--- config.mk ---
export PLATFORM = sky130hd
export DESIGN_NAME = tx_capture_hold_flat
export DESIGN_NICKNAME = d
export VERILOG_FILES = /design/src/rtl/tx_capture_hold_if.sv /design/src/rtl/tx_capture_hold.sv /design/src/flat_wrapper.sv
export SDC_FILE = /design/constraint.sdc
export NUM_CORES = 1
export LEC_CHECK = 0
export BUFFER_PORTS_ARGS = -buffer_cell sky130_fd_sc_hd__buf_4
export CAP_MARGIN = 20
export CORE_ASPECT_RATIO = 0.75
export CORE_UTILIZATION = 55
export CTS_BUF_LIST = sky130_fd_sc_hd__clkbuf_2
export DETAILED_ROUTE_END_ITERATION = 8
export GPL_ROUTABILITY_DRIVEN = 0
export PLACE_DENSITY = 0.75
export SKIP_CTS_REPAIR_TIMING = 1
export SLEW_MARGIN = 25
export SYNTH_ARGS = -nofsm -noshare
export SYNTH_HDL_FRONTEND = slang
export SYNTH_SLANG_ARGS = --single-unit
--- constraint.sdc ---
create_clock -name REF_CLK -period 3.8 [get_ports REF_CLK]
set_input_delay 0.76 -clock REF_CLK [delete_from_list [all_inputs] [get_ports REF_CLK]]
set_output_delay 0.76 -clock REF_CLK [all_outputs]
set_load 0.02 [all_outputs]
--- src/rtl/tx_capture_hold_if.sv ---
// Bus bundle for tx_capture_hold: capture-side inputs and presentation-side
// status outputs. The producer drives through the master modport; the
// capture block sees the slave modport.
interface tx_capture_hold_if #(
    parameter int DATA_WIDTH = 8,
    parameter int ADDR_WIDTH = 2
);
    logic [DATA_WIDTH-1:0] TX_IN;
    logic                  TX_VLD;
    logic                  CLR;
    logic [DATA_WIDTH-1:0] TX_send;
    logic                  vld;
    logic                  busy;
    logic [ADDR_WIDTH:0]   level;
    logic                  ovf;
    logic [7:0]            drop_cnt;

    modport master (
        output TX_IN, TX_VLD, CLR,
        input  TX_send, vld, busy, level, ovf, drop_cnt
    );

    modport slave (
        input  TX_IN, TX_VLD, CLR,
        output TX_send, vld, busy, level, ovf, drop_cnt
    );
endinterface

--- src/rtl/tx_capture_hold.sv ---
// tx_capture_hold: buffers TX words in a small FIFO and presents each one on
// TX_send with vld held high for exactly HOLD_CYCLES cycles. Consecutive
// words stream without a vld gap; words arriving while the FIFO is full (and
// no pop happens at the same edge) are dropped, flagged and counted.
module tx_capture_hold #(
    parameter int DATA_WIDTH  = 8,
    parameter int ADDR_WIDTH  = 2,
    parameter int HOLD_CYCLES = 16,
    parameter int CNT_WIDTH   = 16
) (
    input  logic              REF_CLK,
    input  logic              RST_REF,
    tx_capture_hold_if.slave  bus
);
    localparam int DEPTH = 1 << ADDR_WIDTH;
    localparam logic [CNT_WIDTH-1:0]  LAST_CNT  = CNT_WIDTH'(HOLD_CYCLES - 1);
    localparam logic [ADDR_WIDTH:0]   FULL_LVL  = (ADDR_WIDTH + 1)'(DEPTH);
    localparam logic [ADDR_WIDTH:0]   LVL_ZERO  = (ADDR_WIDTH + 1)'(0);
    localparam logic [ADDR_WIDTH:0]   LVL_ONE   = (ADDR_WIDTH + 1)'(1);
    localparam logic [ADDR_WIDTH-1:0] PTR_ONE   = ADDR_WIDTH'(1);
    localparam logic [CNT_WIDTH-1:0]  CNT_ZERO  = CNT_WIDTH'(0);
    localparam logic [CNT_WIDTH-1:0]  CNT_ONE   = CNT_WIDTH'(1);
    localparam logic [DATA_WIDTH-1:0] DATA_ZERO = DATA_WIDTH'(0);

    typedef enum logic [0:0] {
        ST_IDLE = 1'b0,
        ST_HOLD = 1'b1
    } state_t;

    state_t                r_state;
    logic [DATA_WIDTH-1:0] r_mem [DEPTH];
    logic [ADDR_WIDTH-1:0] r_wr_ptr;
    logic [ADDR_WIDTH-1:0] r_rd_ptr;
    logic [ADDR_WIDTH:0]   r_level;
    logic [CNT_WIDTH-1:0]  r_hold_cnt;
    logic [DATA_WIDTH-1:0] r_tx_send;
    logic                  r_vld;
    logic                  r_busy;
    logic                  r_ovf;
    logic [7:0]            r_drop_cnt;

    logic                  w_hold_done;
    logic                  w_push_req;
    logic                  w_pop;
    logic                  w_push;
    logic                  w_drop;
    logic [ADDR_WIDTH:0]   w_level_nxt;
    logic                  w_vld_nxt;

    // Pop/push decisions from the pre-edge level; a full FIFO still accepts
    // a word when the head is popped at the same edge.
    always_comb begin
        w_hold_done = (r_hold_cnt == LAST_CNT);
        w_push_req  = bus.TX_VLD & ~bus.CLR;
        w_pop       = 1'b0;
        case (r_state)
            ST_IDLE: w_pop = (r_level != LVL_ZERO);
            ST_HOLD: w_pop = w_hold_done && (r_level != LVL_ZERO);
            default: w_pop = 1'b0;
        endcase
        w_push = w_push_req && ((r_level != FULL_LVL) || w_pop);
        w_drop = w_push_req && !w_push;
        if (w_push && !w_pop) begin
            w_level_nxt = r_level + LVL_ONE;
        end else if (w_pop && !w_push) begin
            w_level_nxt = r_level - LVL_ONE;
        end else begin
            w_level_nxt = r_level;
        end
        if (w_pop) begin
            w_vld_nxt = 1'b1;
        end else if ((r_state == ST_HOLD) && !w_hold_done) begin
            w_vld_nxt = 1'b1;
        end else begin
            w_vld_nxt = 1'b0;
        end
    end

    // FIFO storage write; CLR already suppresses w_push.
    always_ff @(posedge REF_CLK) begin
        if (w_push) begin
            r_mem[r_wr_ptr] <= bus.TX_IN;
        end
    end

    // Presentation FSM, FIFO bookkeeping and drop accounting; CLR acts as a
    // synchronous copy of reset and wins over a same-cycle TX_VLD.
    always_ff @(posedge REF_CLK or negedge RST_REF) begin
        if (!RST_REF) begin
            r_state    <= ST_IDLE;
            r_wr_ptr   <= '0;
            r_rd_ptr   <= '0;
            r_level    <= LVL_ZERO;
            r_hold_cnt <= CNT_ZERO;
            r_tx_send  <= DATA_ZERO;
            r_vld      <= 1'b0;
            r_busy     <= 1'b0;
            r_ovf      <= 1'b0;
            r_drop_cnt <= 8'd0;
        end else if (bus.CLR) begin
            r_state    <= ST_IDLE;
            r_wr_ptr   <= '0;
            r_rd_ptr   <= '0;
            r_level    <= LVL_ZERO;
            r_hold_cnt <= CNT_ZERO;
            r_tx_send  <= DATA_ZERO;
            r_vld      <= 1'b0;
            r_busy     <= 1'b0;
            r_ovf      <= 1'b0;
            r_drop_cnt <= 8'd0;
        end else begin
            if (w_push) begin
                r_wr_ptr <= r_wr_ptr + PTR_ONE;
            end
            if (w_pop) begin
                r_rd_ptr <= r_rd_ptr + PTR_ONE;
            end
            r_level <= w_level_nxt;
            r_busy  <= w_vld_nxt | (w_level_nxt != LVL_ZERO);
            if (w_drop) begin
                r_ovf <= 1'b1;
                if (r_drop_cnt != 8'hFF) begin
                    r_drop_cnt <= r_drop_cnt + 8'd1;
                end
            end
            case (r_state)
                ST_IDLE: begin
                    if (w_pop) begin
                        r_tx_send  <= r_mem[r_rd_ptr];
                        r_vld      <= 1'b1;
                        r_hold_cnt <= CNT_ZERO;
                        r_state    <= ST_HOLD;
                    end else begin
                        r_tx_send <= DATA_ZERO;
                        r_vld     <= 1'b0;
                    end
                end
                ST_HOLD: begin
                    if (!w_hold_done) begin
                        r_hold_cnt <= r_hold_cnt + CNT_ONE;
                    end else if (w_pop) begin
                        // Next word takes over with no vld gap.
                        r_tx_send  <= r_mem[r_rd_ptr];
                        r_hold_cnt <= CNT_ZERO;
                    end else begin
                        r_tx_send  <= DATA_ZERO;
                        r_vld      <= 1'b0;
                        r_hold_cnt <= CNT_ZERO;
                        r_state    <= ST_IDLE;
                    end
                end
                default: begin
                    r_tx_send  <= DATA_ZERO;
                    r_vld      <= 1'b0;
                    r_hold_cnt <= CNT_ZERO;
                    r_state    <= ST_IDLE;
                end
            endcase
        end
    end

    assign bus.TX_send  = r_tx_send;
    assign bus.vld      = r_vld;
    assign bus.busy     = r_busy;
    assign bus.level    = r_level;
    assign bus.ovf      = r_ovf;
    assign bus.drop_cnt = r_drop_cnt;
endmodule

--- src/flat_wrapper.sv ---
// flat-port wrapper written by rule: the top's interface ports become plain ports
module tx_capture_hold_flat 
#(
    parameter int DATA_WIDTH  = 8,
    parameter int ADDR_WIDTH  = 2,
    parameter int HOLD_CYCLES = 16,
    parameter int CNT_WIDTH   = 16
)
  (REF_CLK, RST_REF, bus_TX_IN, bus_TX_VLD, bus_CLR, bus_TX_send, bus_vld, bus_busy, bus_level, bus_ovf, bus_drop_cnt);
  tx_capture_hold_if #(.DATA_WIDTH(DATA_WIDTH), .ADDR_WIDTH(ADDR_WIDTH)) bus_i ();
  input  logic REF_CLK;
  input  logic RST_REF;
  input wire logic [$bits(bus_i.TX_IN)-1:0] bus_TX_IN;
  input wire logic [$bits(bus_i.TX_VLD)-1:0] bus_TX_VLD;
  input wire logic [$bits(bus_i.CLR)-1:0] bus_CLR;
  output wire logic [$bits(bus_i.TX_send)-1:0] bus_TX_send;
  output wire logic [$bits(bus_i.vld)-1:0] bus_vld;
  output wire logic [$bits(bus_i.busy)-1:0] bus_busy;
  output wire logic [$bits(bus_i.level)-1:0] bus_level;
  output wire logic [$bits(bus_i.ovf)-1:0] bus_ovf;
  output wire logic [$bits(bus_i.drop_cnt)-1:0] bus_drop_cnt;
  assign bus_i.TX_IN = bus_TX_IN;
  assign bus_i.TX_VLD = bus_TX_VLD;
  assign bus_i.CLR = bus_CLR;
  assign bus_TX_send = bus_i.TX_send;
  assign bus_vld = bus_i.vld;
  assign bus_busy = bus_i.busy;
  assign bus_level = bus_i.level;
  assign bus_ovf = bus_i.ovf;
  assign bus_drop_cnt = bus_i.drop_cnt;
  tx_capture_hold #(.DATA_WIDTH(DATA_WIDTH), .ADDR_WIDTH(ADDR_WIDTH), .HOLD_CYCLES(HOLD_CYCLES), .CNT_WIDTH(CNT_WIDTH)) u_core (.REF_CLK(REF_CLK), .RST_REF(RST_REF), .bus(bus_i));
endmodule
* Yosys cells after proc, flatten, opt, wreduce, memory -nomap -nowiden
Memory sizes are Yosys's and may differ from the RTL's.
Index checks and enable logic that the tools add are counted.
** Word-level totals
- Bits in registers :: 43
- Latch bits :: 0
- Memory bits (writable) :: 32
- Memory bits (read-only) :: 0
- Input port bits :: 12
- Logic and storage cells :: 79
- Memories :: 1
** Cells by class
- Add/subtract/negate cells :: 6
- Multiply operators :: 0
- Divide/modulo/power cells :: 0
- $lt $le $gt $ge :: 0
- Equality and inequality tests :: 6
- Shift operators :: 0
- Muxes and demuxes :: 34
- Bitwise logic cells :: 4
- Reductions and logical operators :: 18
** Memories
- u_core.r_mem :: depth 4, bits a word 8, read ports 1, clocked after memory_dff 0, write ports 1, line tx_capture_hold.sv:31 : logic [DATA_WIDTH-1:0] r_mem [DEPTH];
** Operators by type and width (count)
- $mux W16 :: 3
- $mux W8 :: 6
- $pmux W16 S2 :: 1
- $add A16 B1 Y16 const B :: 1
- $eq A16 B4 Y1 const B :: 1
- $pmux W8 S2 :: 1
- $mux W1 :: 13
- $mux W3 :: 3
- $ne A3 B3 Y1 const B :: 3
- $add A8 B1 Y8 const B :: 1
- $mux W2 :: 4
- $ne A8 B8 Y1 const B :: 1
- $reduce_bool A2 Y1 :: 4
- $logic_and A1 B1 Y1 :: 6
- $pmux W1 S2 :: 3
- $reduce_bool A3 Y1 :: 2
- $add A2 B1 Y2 const B :: 2
- $reduce_and A2 Y1 :: 2
- $add A3 B1 Y3 const B :: 1
- $logic_not A1 Y1 :: 3
- $ne A3 B2 Y1 const B :: 1
- $sub A3 B1 Y3 const B :: 1
- $not A1 Y1 :: 2
- $and A1 B1 Y1 :: 1
- other kinds (2) :: 2

* Logic depth before layout (Yosys ltp)
Gate-level depths: netlist of run 1.
- Word-level depth :: 12
- Depth in mapped cells :: 9

* Worst setup path before layout of run 1
Ideal clock, no wire load.
- Kind :: flip-flop to flip-flop
- Start :: register u_core.r_level[1] (netlist: u_core.bus.level[1])
- End :: register u_core.r_hold_cnt[13]
- Setup time :: 0.132 ns
- Arrival :: 2.237 ns
- Slack :: 1.431 ns
- Stages on the path, launching flop included :: 10
- Path buffers :: 1
- Clock period less this slack :: 2.369 ns
- Cell sequence :: dfrtp_1 -> inv_1 -> ha_1 -> or4b_1 -> and4_1 -> buf_2 -> and4_4 -> and3_1 -> xnor2_1 -> nor2_1
** Between the ends
- Word-level cells in the longest chain between the ends :: 4
** Ends and longest elaborated chain
- start: declaration :: line tx_capture_hold.sv:34 : logic [ADDR_WIDTH:0] r_level;
- start signal: assignment :: line tx_capture_hold.sv:118 : r_level <= w_level_nxt;
- $reduce_bool A3 Y1 (*) :: line tx_capture_hold.sv:57, tx_capture_hold.sv:58
- $logic_and A1 B1 Y1 :: line tx_capture_hold.sv:58 : ST_HOLD: w_pop = w_hold_done && (r_level != LVL_ZERO);
- $pmux W1 S2 (*) :: line tx_capture_hold.sv:56 : case (r_state)
- $ne A3 B2 Y1 (no source line) (*)
- end signal: assignment :: line tx_capture_hold.sv:140 : r_hold_cnt <= r_hold_cnt + CNT_ONE;
- end: declaration :: line tx_capture_hold.sv:35 : logic [CNT_WIDTH-1:0] r_hold_cnt;
Mark *: on every way between the ends. The rest lies on a longest branch, timed or not.
A chain may end at the register's enable or synchronous reset.

* Worst setup path in the final report of run 1
- Start :: register u_core.r_hold_cnt[9]
- End :: memory u_core.r_mem[0][1], enable pin
** Between the ends
- Word-level cells in the longest chain between the ends :: 7
** Ends and longest elaborated chain
- $eq A16 B4 Y1 :: line tx_capture_hold.sv:53 : w_hold_done = (r_hold_cnt == LAST_CNT);
- $logic_and A1 B1 Y1 :: line tx_capture_hold.sv:58
- $pmux W1 S2 :: line tx_capture_hold.sv:56
- $logic_or A1 B1 Y1 :: line tx_capture_hold.sv:61 : w_push = w_push_req && ((r_level != FULL_LVL) || w_pop);
- $logic_and A1 B1 Y1 :: line tx_capture_hold.sv:61
- $mux W1 :: line tx_capture_hold.sv:81 : if (w_push) begin
- $mux W1 (not written as such) :: line tx_capture_hold.sv:82 : r_mem[r_wr_ptr] <= bus.TX_IN;
- end: declaration :: line tx_capture_hold.sv:31
No other way between the ends.

==> impl_metrics.yaml, run 1 <==
global_route:
  grt_first_pass_wirelength_um: 10300
  antenna_found_initial: 0
  use_met3: 0.0795
  gr-usage-met1: 0.287
  grt_max_degree: 44
  grt_util_all_layers: 0.212
  grt_pass1_vias: 2165
  grt_use_met2: 0.319
  busiest_layer: "met2"
  grt_remaining_overflow: 0
clock_network:
  clock_latency_ps: 520
  htreeDepth: 3
  cts_root_buf: "clkbuf_2"
  cts_tree: "yes"
  cts_buffers: 9
  cts_buffer_depth: 2
  clk_pin_slew_ps: 220
  cts.sinks: 75
synth:
  syn_avg_cell_area_sq_um: 13.0
  synth.area.top_cells: "dfrtp_1 (31%), edfxtp_1 (28%), mux4_2 (5.3%)"
  synth_seq_area_share: 0.594
  ys_ff_latch: 75
  yosysTopAreaCell: "dfrtp_1"
  netlist_instances: 263
  synth-main-ff-cell: "dfrtp_1"
  synth.distinct_cells: 56
  synthesis.area_sq_um: 3430
  postSynth.asyncResetShare: 0.573
  post-synth-top-area-fraction: 0.314
  synth_enable_flop_cells: 32
  syn_nets: 284
  ys_warn_count: 0
place:
  placed_cells: 365
  io_buffers: 33
  dpl-instance-area_sq_um: 3710
  dp_hpwl_um: 4180
power:
  seq_power_share: 0.483
  finalPower_uw: 2120
  internal-power_uw: 1360
  power_density_nw_per_um2: 552
  p_clk_frac: 0.219
  sw_frac_of_total: 0.358
  leakagePower_uw: 0.00158
  p_switching_uw: 758
  ir_drop_v: 0.000275
  comb_power_share: 0.298
drt:
  drt_wl_total_um: 6140
  dr.first_iter.drc_count: 149
  drc: 0
  wire_per_inst_um: 16.1
  final_antenna_net_count: 0
  routed_via_density: 5.70
  firstDrtPassIters: 4
  num_vias: 2171
finish:
  multi_input_area_sq_um: 1280
  nNetsFinal: 319
  regArea_sq_um: 2040
  drive_gt1_frac: 0.234
  layout_commonest_cell: "dfrtp_1"
  n_fill_cell: 443
  final_cell_mix: "dfrtp_1 (43), buf_4 (34), edfxtp_1 (32)"
  fin_cells: 381
  area.growth.synth_to_final_pct: 11.8
  final_area_sq_um: 3830
  diodes: 0
floorplanning:
  ioPinCount: 34
  num_rows: 24
  core_sq_um: 5920
  initial_core_util: 0.580
  die_area_sq_um: 6560
  chipHeight_um: 70.4
  die_x_um: 93.2
setup_path:
  end_kind: "flip-flop"
  reg2reg_slack_ps: 1200
  path_delay_family: "simple AND/OR/NAND/NOR gates"
  rr_worst_depth: 5
  crit_type: "flip-flop to flip-flop"
  critical_path.cell_chain: "nor4_2 -> nand4_2 -> and2_4 -> a31oi_2 -> and2_1"
  cp.arrival_ps: 2790
  cp_num_buf_inv: 0
  start_kind: "flip-flop"
  crit_path_max_fanout: 9
  r2r-end: "u_core.r_mem[0][1]"
  worst_ep_required_time_ps: 3990
  crit_start: "u_core.r_hold_cnt[9]"
  reg2reg_from: "u_core.r_hold_cnt[9]"
  cp_slowest_cell: "dfrtp_1"
  cp_slowest_stage_delay_ps: 480
sta:
  fmax_ghz: 0.384
  post-route-period-util: 0.685
  setup_viol: 0
  final.setup.tns_ps: 0
  drv_slew: 0
  rsz0062_at_grt: "false"
  tightest_slew_ps: 842
  layout_min_cycle_time_ps: 2600
  clock_skew_ps: 20.4
  relSlewSlack: 0.436
  timing_hold_violations_final: 0
worst_hold_path:
  hold_path_class: "primary input to asynchronous set/reset pin"
status:
  status: "finished, final reports clean"
job:
  cap_violations: 0
-- Yosys cell counts, types with 3 or more instances --
cell type	n
nor2_1	27
nand3_1	9
clkbuf_1	4
dfrtp_1	43
edfxtp_1	32
xor2_1	8
nand2_1	14
mux4_2	8
nor3_1	3
and3_1	5
nand4_1	5
a31oi_1	3
and4_1	3
o21ai_0	9
ha_1	9
or3_1	3
a32o_1	8
xnor2_1	11
a21oi_1	6
and2_1	4
inv_1	10
-- final cells by class --
| class | count | share of cell area |
|---|---|---|
| Clock buffer | 9 | 0.0117 |
| Clock inverter | 7 | 0.0212 |
| Inverter | 10 | 0.00979 |
| Multi-Input combinational cell | 168 | 0.334 |
| Sequential cell | 75 | 0.531 |
| Tap cell | 78 | 0.0255 |
| Timing Repair Buffer | 34 | 0.0666 |
-- logic make-up after synthesis --
| group | synth area share |
|---|---|
| adders and majority gates | 0.0328 |
| xor gates and xnor gates | 0.0485 |
| DFF | 0.594 |
| and+or+nand+nor | 0.148 |
| AOI/OAI and AO/OA | 0.0883 |
| buffers and inverters | 0.0325 |
| muxes | 0.0558 |
-- per-stage QoR --
stage | utilization | worst slack [ps] | hold slack, ps
after floorplan | - | 1430 | 464
after global placement | 0.627 | 1270 | 477
after detailed placement | 0.627 | 1240 | 494
after CTS | 0.648 | 1230 | 159
after global routing | 0.648 | 1030 | 150
final | 0.648 | 1200 | 177
-- power groups by stage --
stage          combinational [uW]  clock (uW)  sequential (uW)
4_1_cts                       630         480             1020
5_1_grt                       690         506             1040
2_1_floorplan                 426           0             1050
6_report                      631         464             1020
3_3_place_gp                  614           0             1040
3_5_place_dp                  625           0             1040
-- how the worst max path moves through the flow --
stage                                        to  slack, ps  depth (start not counted)
after global routing         u_core.r_mem[0][1]       1030                          5
after global placement    u_core.r_hold_cnt[13]       1270                          7
after detailed placement     u_core.r_mem[0][6]       1240                          5
after CTS                    u_core.r_mem[0][1]       1230                          5
after floorplan           u_core.r_hold_cnt[13]       1430                          9
final                        u_core.r_mem[0][1]       1200                          5
-- layer usage --
metal | share of wire | wire length (um) | vias up
met2 | 0.48 | 2920 | 64
li1 | - | - | 1046
met3 | 0.059 | 361 | 2
met4 | 0.0041 | 25 | 0
met5 | 0 | 0 | -
met1 | 0.46 | 2830 | 1059
-- worst reg2reg max path, delay by kind of cell, from the launching register on --
kind / cells / cell delay (ps)
simple gates: 4 / 1420
compound gates: 1 / 380
flops: 1 / 480
-- registers in the layout, indices dropped and copies added (netlist names) --
name and flops:
u_core.bus.drop_cnt 8, u_core.r_hold_cnt 16, u_core.r_mem 32, u_core.r_rd_ptr 2, u_core.bus.TX_send 8, u_core.bus.busy 1, u_core.bus.ovf 1, u_core.r_state 1
u_core.bus.vld 1, u_core.bus.level 3, u_core.r_wr_ptr 2
No activity file was read; power rests on OpenSTA's default activity.
==> inputs of run 2 (changes only) <==
PLACE_DENSITY = 0.78   (was 0.75)
clock period = 2.2 ns   (was 3.8 ns; I/O delays follow)
==> run 2 against run 1 <==
  * Sequential share of layout area shrank 3.0 points
  * Wire length grew 4.8%
  * Utilization grew 3.9 points
  * First-iteration DRC count is the same
  * Critical path depth grew 3
  * Clock power grew 68%
  * Global-route usage grew 0.56 points
  * Critical endpoint is now u_core.r_hold_cnt[13]
==> impl_metrics.yaml, run 2 (synthesis gave the netlist of run 1 again) <==
status:
  status: "finished, final reports clean"
drt:
  final_antenna_net_count: 0
  dr.first_iter.drc_count: 149
  num_vias: 2287
  drc: 0
  firstDrtPassIters: 4
  drt_wl_total_um: 6430
  routed_via_density: 5.73
  wire_per_inst_um: 16.1
sta:
  relSlewSlack: 0.535
  layout_min_cycle_time_ps: 2120
  clock_skew_ps: 31.3
  drv_slew: 0
  fmax_ghz: 0.471
  final.setup.tns_ps: 0
  timing_hold_violations_final: 0
  post-route-period-util: 0.965
  setup_viol: 0
  tightest_slew_ps: 692
setup_path:
  cp_num_buf_inv: 1
  crit_type: "flip-flop to flip-flop"
  critical_path.cell_chain: "inv_4 -> ha_4 -> or4b_4 -> and4_1 -> and4_4 -> and3_1 -> xnor2_1 -> nor2_1"
  reg2reg_from: "u_core.bus.level[1]"
  start_kind: "flip-flop"
  cp_num_cells: 8
  cp_slowest_stage_delay_ps: 510
  path_delay_family: "simple AND/OR/NAND/NOR gates"
  rr_worst_depth: 8
  worst_ep_required_time_ps: 2670
  r2r-end: "u_core.r_hold_cnt[13]"
  reg2reg_slack_ps: 80
  cp.arrival_ps: 2590
  cp_slowest_cell: "dfrtp_2"
  end_kind: "flip-flop"
  crit_path_max_fanout: 5
finish:
  n_fill_cell: 410
  regArea_sq_um: 2040
  area.growth.synth_to_final_pct: 18.6
  final_cell_mix: "buf_4 (47), dfrtp_1 (41), edfxtp_1 (32)"
  top_register: "u_core.r_mem"
  diodes: 0
  multi_input_area_sq_um: 1320
  layout_commonest_cell: "buf_4"
  drive_gt1_frac: 0.299
  fin_cells: 399
  reg_top3: "u_core.r_mem x32, u_core.r_hold_cnt x16"
  fin_util: 0.687
  largest_reg_flops: 32
  nNetsFinal: 337
clock_network:
  cts_tree: "yes"
  cts_buffers: 9
  clock_latency_ps: 560
  clk_pin_slew_ps: 260
  cts_root_buf: "clkbuf_2"
  htreeDepth: 3
  cts.sinks: 75
  cts_buffer_depth: 2
worst_hold_path:
  hold_end: "u_core.r_mem[1][0]"
  worstHoldStart: "bus_TX_IN[0]"
  whs_path_depth: 1
  hold_path_class: "primary input to flip-flop"
power:
  ir_drop_v: 0.000469
  internal-power_uw: 2370
  p_clk_frac: 0.205
  sw_frac_of_total: 0.374
  power_density_nw_per_um2: 933
  seq_power_share: 0.458
  leakagePower_uw: 0.00168
  finalPower_uw: 3790
  comb_power_share: 0.337
  p_switching_uw: 1420
floorplanning:
  die_area_sq_um: 6560
  ioPinCount: 34
  die_x_um: 93.2
  num_rows: 24
  core_sq_um: 5920
  initial_core_util: 0.580
  chipHeight_um: 70.4
global_route:
  antenna_found_initial: 0
  grt_pass1_vias: 2138
  grt_remaining_overflow: 0
  grt_max_degree: 44
  grt_first_pass_wirelength_um: 10600
  grt_util_all_layers: 0.218
place:
  placed_cells: 380
  io_buffers: 33
  dp_hpwl_um: 4450
job:
  cap_violations: 0
-- run 2: cell count changes in the layout (fill, tap and decap cells not counted), sizes merged --
cell and delta:
buf +17, bufinv -1, clkinv +1, dlygate4sd3 +1
-- run 2: worst max-delay path by stage --
| stage | startpoint | end |
|---|---|---|
| 2_1_floorplan | u_core.bus.level[1] | u_core.r_hold_cnt[13] |
| 3_3_place_gp | bus_CLR | u_core.r_hold_cnt[13] |
| 3_5_place_dp | u_core.r_hold_cnt[0] | u_core.r_hold_cnt[13] |
| 4_1_cts | u_core.r_hold_cnt[0] | u_core.r_hold_cnt[4] |
| 5_1_grt | u_core.r_hold_cnt[0] | u_core.r_mem[0][4] |
| 6_report | u_core.bus.level[1] | u_core.r_hold_cnt[13] |
-- run 2: power by group through the flow --
stage | combinational, uW | sequential, uW | clock, uW
2_1_floorplan | 766 | 1820 | 0
3_3_place_gp | 1180 | 1760 | 0
3_5_place_dp | 1210 | 1770 | 0
4_1_cts | 1210 | 1730 | 802
5_1_grt | 1390 | 1760 | 851
6_report | 1280 | 1740 | 779
-- run 2: through the flow --
| stage | hold WS (ps) | cell area [sq um] | worst slack (ps) |
|---|---|---|---|
| floorplan | 144 | 3440 | 6.23 |
| global placement | 466 | 3880 | 69.1 |
| detailed placement | 467 | 3880 | -56.0 |
| CTS | -185 | 4010 | -111 |
| global route | 8.49 | 4070 | -9.30 |
| finish | 56.4 | 4070 | 76.1 |
-- run 2: cell type report --
cell class | count | area share
clock buffers | 9 | 0.0111
clock inverters | 7 | 0.0200
inverters | 10 | 0.00985
multi-input cells | 168 | 0.325
flip-flops and latches | 75 | 0.502
well taps | 78 | 0.0240
repair buffers | 52 | 0.109
-- run 2: per-layer routing --
metal  vias up  global-route usage  wire, um
met5         -                   0         0
met4         0              0.0821        87
met3        10              0.0566       299
met2        52               0.324      3040
met1      1141               0.309      3010
li1       1084                   -         -
==> inputs of run 3 (changes only) <==
CORE_UTILIZATION = 40   (was 55)
PLACE_DENSITY = unset   (was 0.78)
==> run 3 against run 2 <==
  * Sequential share of layout area down 0.61 points
  * Worst hold slack better by 56 ps
  * Sequential power about the same
  * Utilization down 18 points
  * Setup slack better by 11 ps
  * First-iteration DRC count down 21%
  * Via count down 3.1%
  * Clock skew down 4.2 ps
  * Cell area up 1.2%
  * Clock power up 4.5%
  * Total power up 1.0%
  * Critical path type unchanged
==> impl_metrics.yaml, run 3 (synthesis gave the netlist of run 1 again) <==
sta:
  drv_slew: 0
  relSlewSlack: 0.634
  tightest_slew_ps: 549
  clock_skew_ps: 27.1
  post-route-period-util: 0.961
  fmax_ghz: 0.473
  hold_slack_ps: 112
  setup_viol: 0
  rsz0062_at_grt: "false"
  final.setup.tns_ps: 0
  layout_min_cycle_time_ps: 2110
  timing_hold_violations_final: 0
setup_path:
  crit_type: "flip-flop to flip-flop"
  cp.arrival_ps: 2560
  start_kind: "flip-flop"
  crit_start: "u_core.bus.level[1]"
  end_kind: "flip-flop"
  worst_ep_required_time_ps: 2650
  crit_path_max_fanout: 5
  reg2reg_from: "u_core.bus.level[1]"
drt:
  routed_via_density: 5.15
  drt_wl_total_um: 6520
  firstDrtPassIters: 4
  drc: 0
  dr.first_iter.drc_count: 118
  final_antenna_net_count: 0
  num_vias: 2215
  wire_per_inst_um: 15.2
power:
  power_density_nw_per_um2: 931
  ir_drop_v: 0.000446
  leakagePower_uw: 0.00169
finish:
  reg_top3: "u_core.r_mem x32, u_core.r_hold_cnt x16"
  layout_commonest_cell: "buf_4"
  top_register: "u_core.r_mem"
  fin_cells: 430
  largest_reg_flops: 32
  drive_gt1_frac: 0.305
  nNetsFinal: 341
  final_cell_mix: "buf_4 (51), dfrtp_1 (41), edfxtp_1 (32)"
  fin_util: 0.509
  area.growth.synth_to_final_pct: 20.1
  diodes: 0
global_route:
  grt_util_all_layers: 0.161
  grt_max_degree: 44
  grt_pass1_vias: 2179
  grt_remaining_overflow: 0
  antenna_found_initial: 0
  grt_first_pass_wirelength_um: 10700
place:
  io_buffers: 33
  placed_cells: 412
  dp_hpwl_um: 4560
floorplanning:
  ioPinCount: 34
  initial_core_util: 0.424
  die_area_sq_um: 8950
  chipHeight_um: 82.2
  num_rows: 28
  die_x_um: 109
  core_sq_um: 8090
clock_network:
  cts.sinks: 75
  cts_root_buf: "clkbuf_2"
  clk_pin_slew_ps: 240
  clock_latency_ps: 510
  cts_tree: "yes"
  cts_buffer_depth: 2
  cts_buffers: 9
  htreeDepth: 3
job:
  cap_violations: 0
worst_hold_path:
  worstHoldStart: "bus_TX_IN[2]"
  hold_path_class: "primary input to flip-flop"
status:
  status: "finished, final reports clean"
run 3: final cells by class:
cell class | count | area, sq um
flip-flops and latches | 75 | 2040
clock inverters | 7 | 82.6
fillers | 710 | 3980
multi-input cells | 168 | 1310
repair buffers | 56 | 473
well taps | 105 | 131
inverters | 10 | 37.5
clock buffers | 9 | 45.0
run 3: final timing paths:
kind | end | slack [ps] | cells after the start
max | u_core.r_hold_cnt[13] | 90 | 8
min | u_core.r_mem[0][2] | 110 | 1
max reg2reg | u_core.r_hold_cnt[13] | 90 | 8
min reg2reg | u_core.bus.TX_send[6] | 530 | 1
max in group asynchronous | u_core.bus.level[1] | 1390 | 2
min in group asynchronous | u_core.r_hold_cnt[6] | 420 | 2
run 3: stage by stage:
step	area [sq um]	power (uW)	setup WS (ps)
floorplan	3440	2590	6.23
global placement	3960	3000	82.3
detailed placement	3960	3010	53.3
CTS	4080	3840	14.5
global route	4120	4060	4.20
finish	4120	3830	86.9
run 3: metal layers:
metal / track usage / part of all wire / vias up
li1: - / - / 1090
met1: 0.217 / 0.51 / 1088
met2: 0.252 / 0.46 / 35
met3: 0.0479 / 0.030 / 2
met4: 0.0486 / 0.0038 / 0
met5: 0 / 0 / -
run 3: where the power goes:
part	total [uW]	internal [uW]	switching, uW
combinational	1280	581	703
sequential	1730	1610	125
clock	814	282	532
total	3830	2470	1360
run 3: worst max-delay path, stage by stage, from the launching register on:
cell,delay [ps]
dfrtp_2,490
inv_2,120
ha_4,140
or4b_4,470
and4_1,250
and4_4,210
and3_1,180
xnor2_1,140
nor2_1,50
